### src/rtl/spi_cfg_arbiter.sv
// Two-requester round-robin register-write sequencer emitting 16-bit SPI mode-0 write frames.
// Optional address check (addr > 7'h04 rejected with err) enabled by defining SPI_ARB_ADDR_CHECK_EN.
module spi_cfg_arbiter #(
  parameter int unsigned CLK_DIV = 4,
  parameter int unsigned NCS_GAP = 4
) (
  input  logic       clk,
  input  logic       rst,
  input  logic       req0_valid,
  input  logic [6:0] req0_addr,
  input  logic [7:0] req0_data,
  output logic       req0_ready,
  input  logic       req1_valid,
  input  logic [6:0] req1_addr,
  input  logic [7:0] req1_data,
  output logic       req1_ready,
  output logic       busy,
  output logic       done,
  output logic       grant_id,
`ifdef SPI_ARB_ADDR_CHECK_EN
  output logic       err,
`endif
  output logic       ncs,
  output logic       sclk,
  output logic       copi
);

  localparam int unsigned ADDR_W  = 7;
  localparam int unsigned DATA_W  = 8;
  localparam int unsigned FRAME_W = 16;
  localparam int unsigned DIV_W   = 8;
  localparam int unsigned BIT_W   = 5;

  localparam logic [DIV_W-1:0] DIV_LAST = DIV_W'(CLK_DIV - 1);
  localparam logic [DIV_W-1:0] GAP_LAST = DIV_W'(NCS_GAP - 1);
  localparam logic [BIT_W-1:0] BIT_LAST = BIT_W'(FRAME_W - 1);
  localparam logic [DIV_W-1:0] DIV_ONE  = DIV_W'(1);
  localparam logic [BIT_W-1:0] BIT_ONE  = BIT_W'(1);

  typedef enum logic [2:0] {
    S_IDLE,
    S_SETUP,
    S_SHIFT,
    S_HOLD,
    S_GAP
  } state_t;

  state_t               state_q, state_d;
  logic [DIV_W-1:0]     div_q, div_d;
  logic [BIT_W-1:0]     bit_q, bit_d;
  logic [FRAME_W-1:0]   shift_q, shift_d;
  logic                 last_q, last_d;

  logic                 ready0_d, ready1_d, busy_d, done_d, gid_d;
  logic                 ncs_d, sclk_d, copi_d;
`ifdef SPI_ARB_ADDR_CHECK_EN
  logic                 err_d;
`endif

  logic                 sel;
  logic                 grant_ok;
  logic                 addr_bad;
  logic [ADDR_W-1:0]    sel_addr;
  logic [DATA_W-1:0]    sel_data;

  // Round-robin pick: a tie goes to the requester not granted last.
  always_comb begin
    sel = req1_valid;
    if (req0_valid && req1_valid) begin
      sel = ~last_q;
    end
    sel_addr = sel ? req1_addr : req0_addr;
    sel_data = sel ? req1_data : req0_data;
    // Blocks a second grant while the previous ready pulse is still visible.
    grant_ok = (req0_valid || req1_valid) && !(req0_ready || req1_ready);
  end

`ifdef SPI_ARB_ADDR_CHECK_EN
  localparam logic [ADDR_W-1:0] ADDR_MAX = 7'h04;
  assign addr_bad = (sel_addr > ADDR_MAX);
`else
  assign addr_bad = 1'b0;
`endif

  // Next state plus next value of every registered output.
  always_comb begin
    state_d  = state_q;
    div_d    = div_q;
    bit_d    = bit_q;
    shift_d  = shift_q;
    last_d   = last_q;
    ready0_d = 1'b0;
    ready1_d = 1'b0;
    done_d   = 1'b0;
    busy_d   = busy;
    gid_d    = grant_id;
    ncs_d    = ncs;
    sclk_d   = sclk;
    copi_d   = copi;
`ifdef SPI_ARB_ADDR_CHECK_EN
    err_d    = 1'b0;
`endif

    case (state_q)
      S_IDLE: begin
        ncs_d  = 1'b1;
        sclk_d = 1'b0;
        copi_d = 1'b0;
        busy_d = 1'b0;
        if (grant_ok) begin
          last_d   = sel;
          gid_d    = sel;
          ready0_d = ~sel;
          ready1_d = sel;
`ifdef SPI_ARB_ADDR_CHECK_EN
          err_d    = addr_bad;
`endif
          if (!addr_bad) begin
            state_d = S_SETUP;
            div_d   = '0;
            bit_d   = '0;
            shift_d = {1'b1, sel_addr, sel_data};
            busy_d  = 1'b1;
            ncs_d   = 1'b0;
            copi_d  = 1'b1;
          end
        end
      end

      S_SETUP: begin
        if (div_q == DIV_LAST) begin
          state_d = S_SHIFT;
          div_d   = '0;
          bit_d   = '0;
          sclk_d  = 1'b1;
        end else begin
          div_d = div_q + DIV_ONE;
        end
      end

      // sclk itself tells which half of the bit period is running.
      S_SHIFT: begin
        if (div_q == DIV_LAST) begin
          div_d = '0;
          if (sclk) begin
            sclk_d  = 1'b0;
            shift_d = {shift_q[FRAME_W-2:0], 1'b0};
            if (bit_q == BIT_LAST) begin
              state_d = S_HOLD;
              bit_d   = '0;
              copi_d  = 1'b0;
            end else begin
              copi_d = shift_q[FRAME_W-2];
            end
          end else begin
            sclk_d = 1'b1;
            bit_d  = bit_q + BIT_ONE;
          end
        end else begin
          div_d = div_q + DIV_ONE;
        end
      end

      S_HOLD: begin
        sclk_d = 1'b0;
        copi_d = 1'b0;
        if (div_q == DIV_LAST) begin
          state_d = S_GAP;
          div_d   = '0;
          ncs_d   = 1'b1;
          done_d  = 1'b1;
        end else begin
          div_d = div_q + DIV_ONE;
        end
      end

      S_GAP: begin
        ncs_d  = 1'b1;
        sclk_d = 1'b0;
        copi_d = 1'b0;
        if (div_q == GAP_LAST) begin
          state_d = S_IDLE;
          div_d   = '0;
          busy_d  = 1'b0;
        end else begin
          div_d = div_q + DIV_ONE;
        end
      end

      default: begin
        state_d = S_IDLE;
        div_d   = '0;
        bit_d   = '0;
      end
    endcase
  end

  always_ff @(posedge clk) begin
    if (rst) begin
      state_q    <= S_IDLE;
      div_q      <= '0;
      bit_q      <= '0;
      shift_q    <= '0;
      last_q     <= 1'b1;
      req0_ready <= 1'b0;
      req1_ready <= 1'b0;
      busy       <= 1'b0;
      done       <= 1'b0;
      grant_id   <= 1'b0;
      ncs        <= 1'b1;
      sclk       <= 1'b0;
      copi       <= 1'b0;
`ifdef SPI_ARB_ADDR_CHECK_EN
      err        <= 1'b0;
`endif
    end else begin
      state_q    <= state_d;
      div_q      <= div_d;
      bit_q      <= bit_d;
      shift_q    <= shift_d;
      last_q     <= last_d;
      req0_ready <= ready0_d;
      req1_ready <= ready1_d;
      busy       <= busy_d;
      done       <= done_d;
      grant_id   <= gid_d;
      ncs        <= ncs_d;
      sclk       <= sclk_d;
      copi       <= copi_d;
`ifdef SPI_ARB_ADDR_CHECK_EN
      err        <= err_d;
`endif
    end
  end

endmodule

### config.mk
export PLATFORM = sky130hd
export DESIGN_NAME = spi_cfg_arbiter
export DESIGN_NICKNAME = d
export VERILOG_FILES = /design/src/rtl/spi_cfg_arbiter.sv
export SDC_FILE = /design/constraint.sdc
export NUM_CORES = 1
export LEC_CHECK = 0
export CAP_MARGIN = 5
export CORE_MARGIN = 3
export CORE_UTILIZATION = 35
export CTS_BUF_LIST = sky130_fd_sc_hd__clkbuf_16
export DETAILED_ROUTE_END_ITERATION = 8
export GPL_ROUTABILITY_DRIVEN = 0
export PLACE_DENSITY = 0.68
export SYNTH_ARGS = -nofsm -noshare
export SYNTH_HDL_FRONTEND = slang
export SYNTH_SLANG_ARGS = --single-unit
export TNS_END_PERCENT = 1
### constraint.sdc
create_clock -name clk -period 3.1 [get_ports clk]
set_input_delay 0.465 -clock clk [delete_from_list [all_inputs] [get_ports clk]]
set_output_delay 0.465 -clock clk [all_outputs]
set_load 0.01 [all_outputs]
==> run_results.csv <==
group,metric,value,unit
cells_and_area,final_cell_area,2850,um^2
timing,skew,0.004390,ns
pwr,leakagePower,0.9987,nW
clock_network,cts.path.max_buffers,2,
placed_design,place_inst,365,
placed_design,dp_slack,0.7248,ns
timing,hold_slack,0.4620,ns
critical_path,crit_path_start,"div_q[0]",
critical_path,crit_type,"reg -> reg",
pwr,ir_drop,0.2025,mV
critical_path,crit_chain,"ha_1 > nor4b_4 > nand4_4 > a221o_1 > a21oi_1",
synthesis,synth-async-reset-ratio,0,
timing,min_period_over_period,0.7204,
timing,worstMarginPinSlew,0.6615,ns
timing,final_max_slew_viol_count,0,
synthesis,yosys.area.top_type_share,0.3432,
critical_path,cp_data_arrival_time,2.45,ns
synthesis,synth-edff-count,0,
global_routing,antenna_found_initial,0,
synthesis,yosys_warnings,0,
critical_path,start_kind,"register",
clock_network,numCtsBuffers,5,
critical_path,cp-end-kind,"register",
clock_network,clock-sinks,40,
placed_design,numPortBuffers,41,
clock_network,cts_resized,0,
critical_path,crit_family,"simple AND/OR/NAND/NOR gates",
cells_and_area,fill_cells,627,
floorplan,io_pins,42,
routing,drc,0,
placed_design,dp.final_hpwl,3.547,mm
synthesis,syn_nets,304,
floorplan,fp.dieW,87.65,um
routing,ant_nets,0,
floorplan,die_area,7683,um^2
floorplan,core_area,6422,um^2
status,status,"completed",
floorplan,rows,29,
timing,rsz0062_at_grt,"false",
timing,setup-violations-final,0,
critical_path,critPathMaxStageDelay,0.47,ns
cells_and_area,nets,332,
cells_and_area,drive_gt1_frac,0.08784,
synthesis,synth_area,2333,um^2
clock_network,root_buffer,"clkbuf_16",
timing,fmax,0.4478,GHz
timing,hold_viol,0,
placed_design,dpl_cell_area,2711,um^2
pwr,finalPower,1.331,mW
synthesis,synth.avg_cell_area,8.740,um^2
routing,wl,5.117,mm
pwr,power_density,466.9,nW/um^2
synthesis,synth_top_cells_by_area,"dfxtp_1 34%, mux2i_1 7.7%, a221o_1 6.0%",
critical_path,r2r-start,"div_q[0]",
clock_network,path_clk_slew,0.06,ns
global_routing,grt_pass1_wl,8.562,mm
timing,relSlewSlack,0.5590,
critical_path,path_max_fanout,29,
clock_network,cts_tree,"done",
synthesis,seq_area_frac_synth,0.3432,
min_path,min_from,"bit_q[4]",
cells_and_area,diodes,0,
routing,drt_first_pass_iters,4,
routing,drt_iter0_drc,95,
min_path,hp-class,"reg -> reg",
clock_network,insertion_delay,0.29,ns
timing,post-route-worst-setup-slack,0.8666,ns
synthesis,ys_ff_latch,40,
clock_network,post-cts-setup-buffers,0,
cells_and_area,final_cells,373,
synthesis,yosys.area.top_type,"dfxtp_1",
clock_network,postCtsHoldBufs,0,
floorplan,die_h,87.65,um
cells_and_area,utilization,0.4438,
routing,wl_per_cell,13.72,um
routing,vias,2062,
clock_network,cts_max_level,2,
critical_path,critPathRequiredTime,3.31,ns
timing,setup_tns,0,ns
critical_path,cp_num_buf_inv,0,
global_routing,overflow,0,
synthesis,synthDistinctLibCells,55,
synthesis,ys.flop_type,"dfxtp_1",
timing,fin_crit,2.233,ns
critical_path,critPathSlowestCell,"a221o_1",
routing,drt-vias-per-instance,5.528,
cells_and_area,syn_to_final_growth,22.14,%
global_routing,grt_pass1_vias,1824,
global_routing,track_usage,0.1402,
global_routing,grt_max_degree,40,
synthesis,synthCells,267,
floorplan,start_util,0.3633,
job,max_cap_viol_count,0,
==> per-layer routing <==
layer	track usage	vias up	part of all wire
met1	0.1789	963	0.46
li1	-	1057	-
met4	0.05021	0	0.015
met5	0	-	0
met3	0.04233	6	0.045
met2	0.2240	36	0.48
==> cell type report <==
| cell class | instances | area, um^2 | area share |
|---|---|---|---|
| inverters | 8 | 30.03 | 0.01054 |
| clock inverters | 3 | 13.76 | 0.004829 |
| well taps | 77 | 96.34 | 0.03380 |
| multi-input cells | 194 | 1336 | 0.4688 |
| flip-flops and latches | 40 | 800.8 | 0.2809 |
| clock buffers | 5 | 125.1 | 0.04390 |
| repair buffers | 46 | 447.9 | 0.1572 |
==> worst register-to-register path: cells and delay by family, from the launching register on <==
family                     cells  cell delay, ns
AOI/OAI and AO/OA              2            0.62
adders and majority gates      1            0.27
DFF                            1            0.45
and+or+nand+nor                2            0.83
==> placed cells by master (no fill, tap or decap), types with 6 or more instances in the layout <==
cell	synthesis	routed
a21oi_1	26	26
a221o_1	14	14
clkdlybuf4s50_1	0	41
dfxtp_1	40	40
inv_1	7	7
mux2i_1	18	18
nand2_1	12	12
nand3_1	26	26
nand4_1	7	7
nor2_1	18	18
nor3_1	6	6
o21ai_0	7	7
or3_1	10	10
==> synth_stat cells, drive strengths merged (2+ instances only) <==
cell / number
a221o: 14
or2: 3
o32ai: 2
nand2b: 3
or3: 10
a21oi: 26
dfxtp: 40
buf: 19
nand2: 13
nand4: 8
nor2b: 3
o21ai: 7
nand3: 26
inv: 7
mux2i: 18
nor3: 6
and3: 2
a21boi: 2
nor3b: 2
o211ai: 2
ha: 3
clkbuf: 6
a31oi: 2
nor2: 19
a2111oi: 6
==> worst paths after layout <==
check	slack, ns	depth (start not counted)	to
hold reg to reg	0.46	2	bit_q[4]
setup reg to reg	0.87	5	shift_q[8]
hold / removal	0.46	2	bit_q[4]
setup / recovery	0.87	5	shift_q[8]
==> state kept, by name, indices dropped and copies added (netlist names) <==
| name | count |
|---|---|
| copi | 1 |
| div_q | 8 |
| sclk | 1 |
| shift_q | 15 |
| state_q | 3 |
| bit_q | 5 |
| req0_ready | 1 |
| busy | 1 |
| last_q | 1 |
| grant_id | 1 |
| ncs | 1 |
| req1_ready | 1 |
| done | 1 |
==> power breakdown <==
group | switching [mW] | internal [mW] | total, mW
sequential | 0.0264 | 0.551 | 0.577
combinational | 0.124 | 0.131 | 0.255
clock | 0.206 | 0.292 | 0.498
total | 0.356 | 0.975 | 1.33
==> cell families (layout without fill, tap and decap cells) <==
| group | Yosys count | in the layout | share of synthesized area |
|---|---|---|---|
| AND/OR/NAND/NOR | 101 | 101 | 0.2445 |
| AO/OA/AOI/OAI | 71 | 71 | 0.2295 |
| flip-flops | 40 | 40 | 0.3432 |
| buffers and inverters | 33 | 62 | 0.08579 |
| multiplexers | 18 | 18 | 0.07721 |
| adder cells (fa/ha/maj) | 3 | 3 | 0.01609 |
| XOR/XNOR | 1 | 1 | 0.003754 |
No activity file was read; power rests on OpenSTA's default activity.
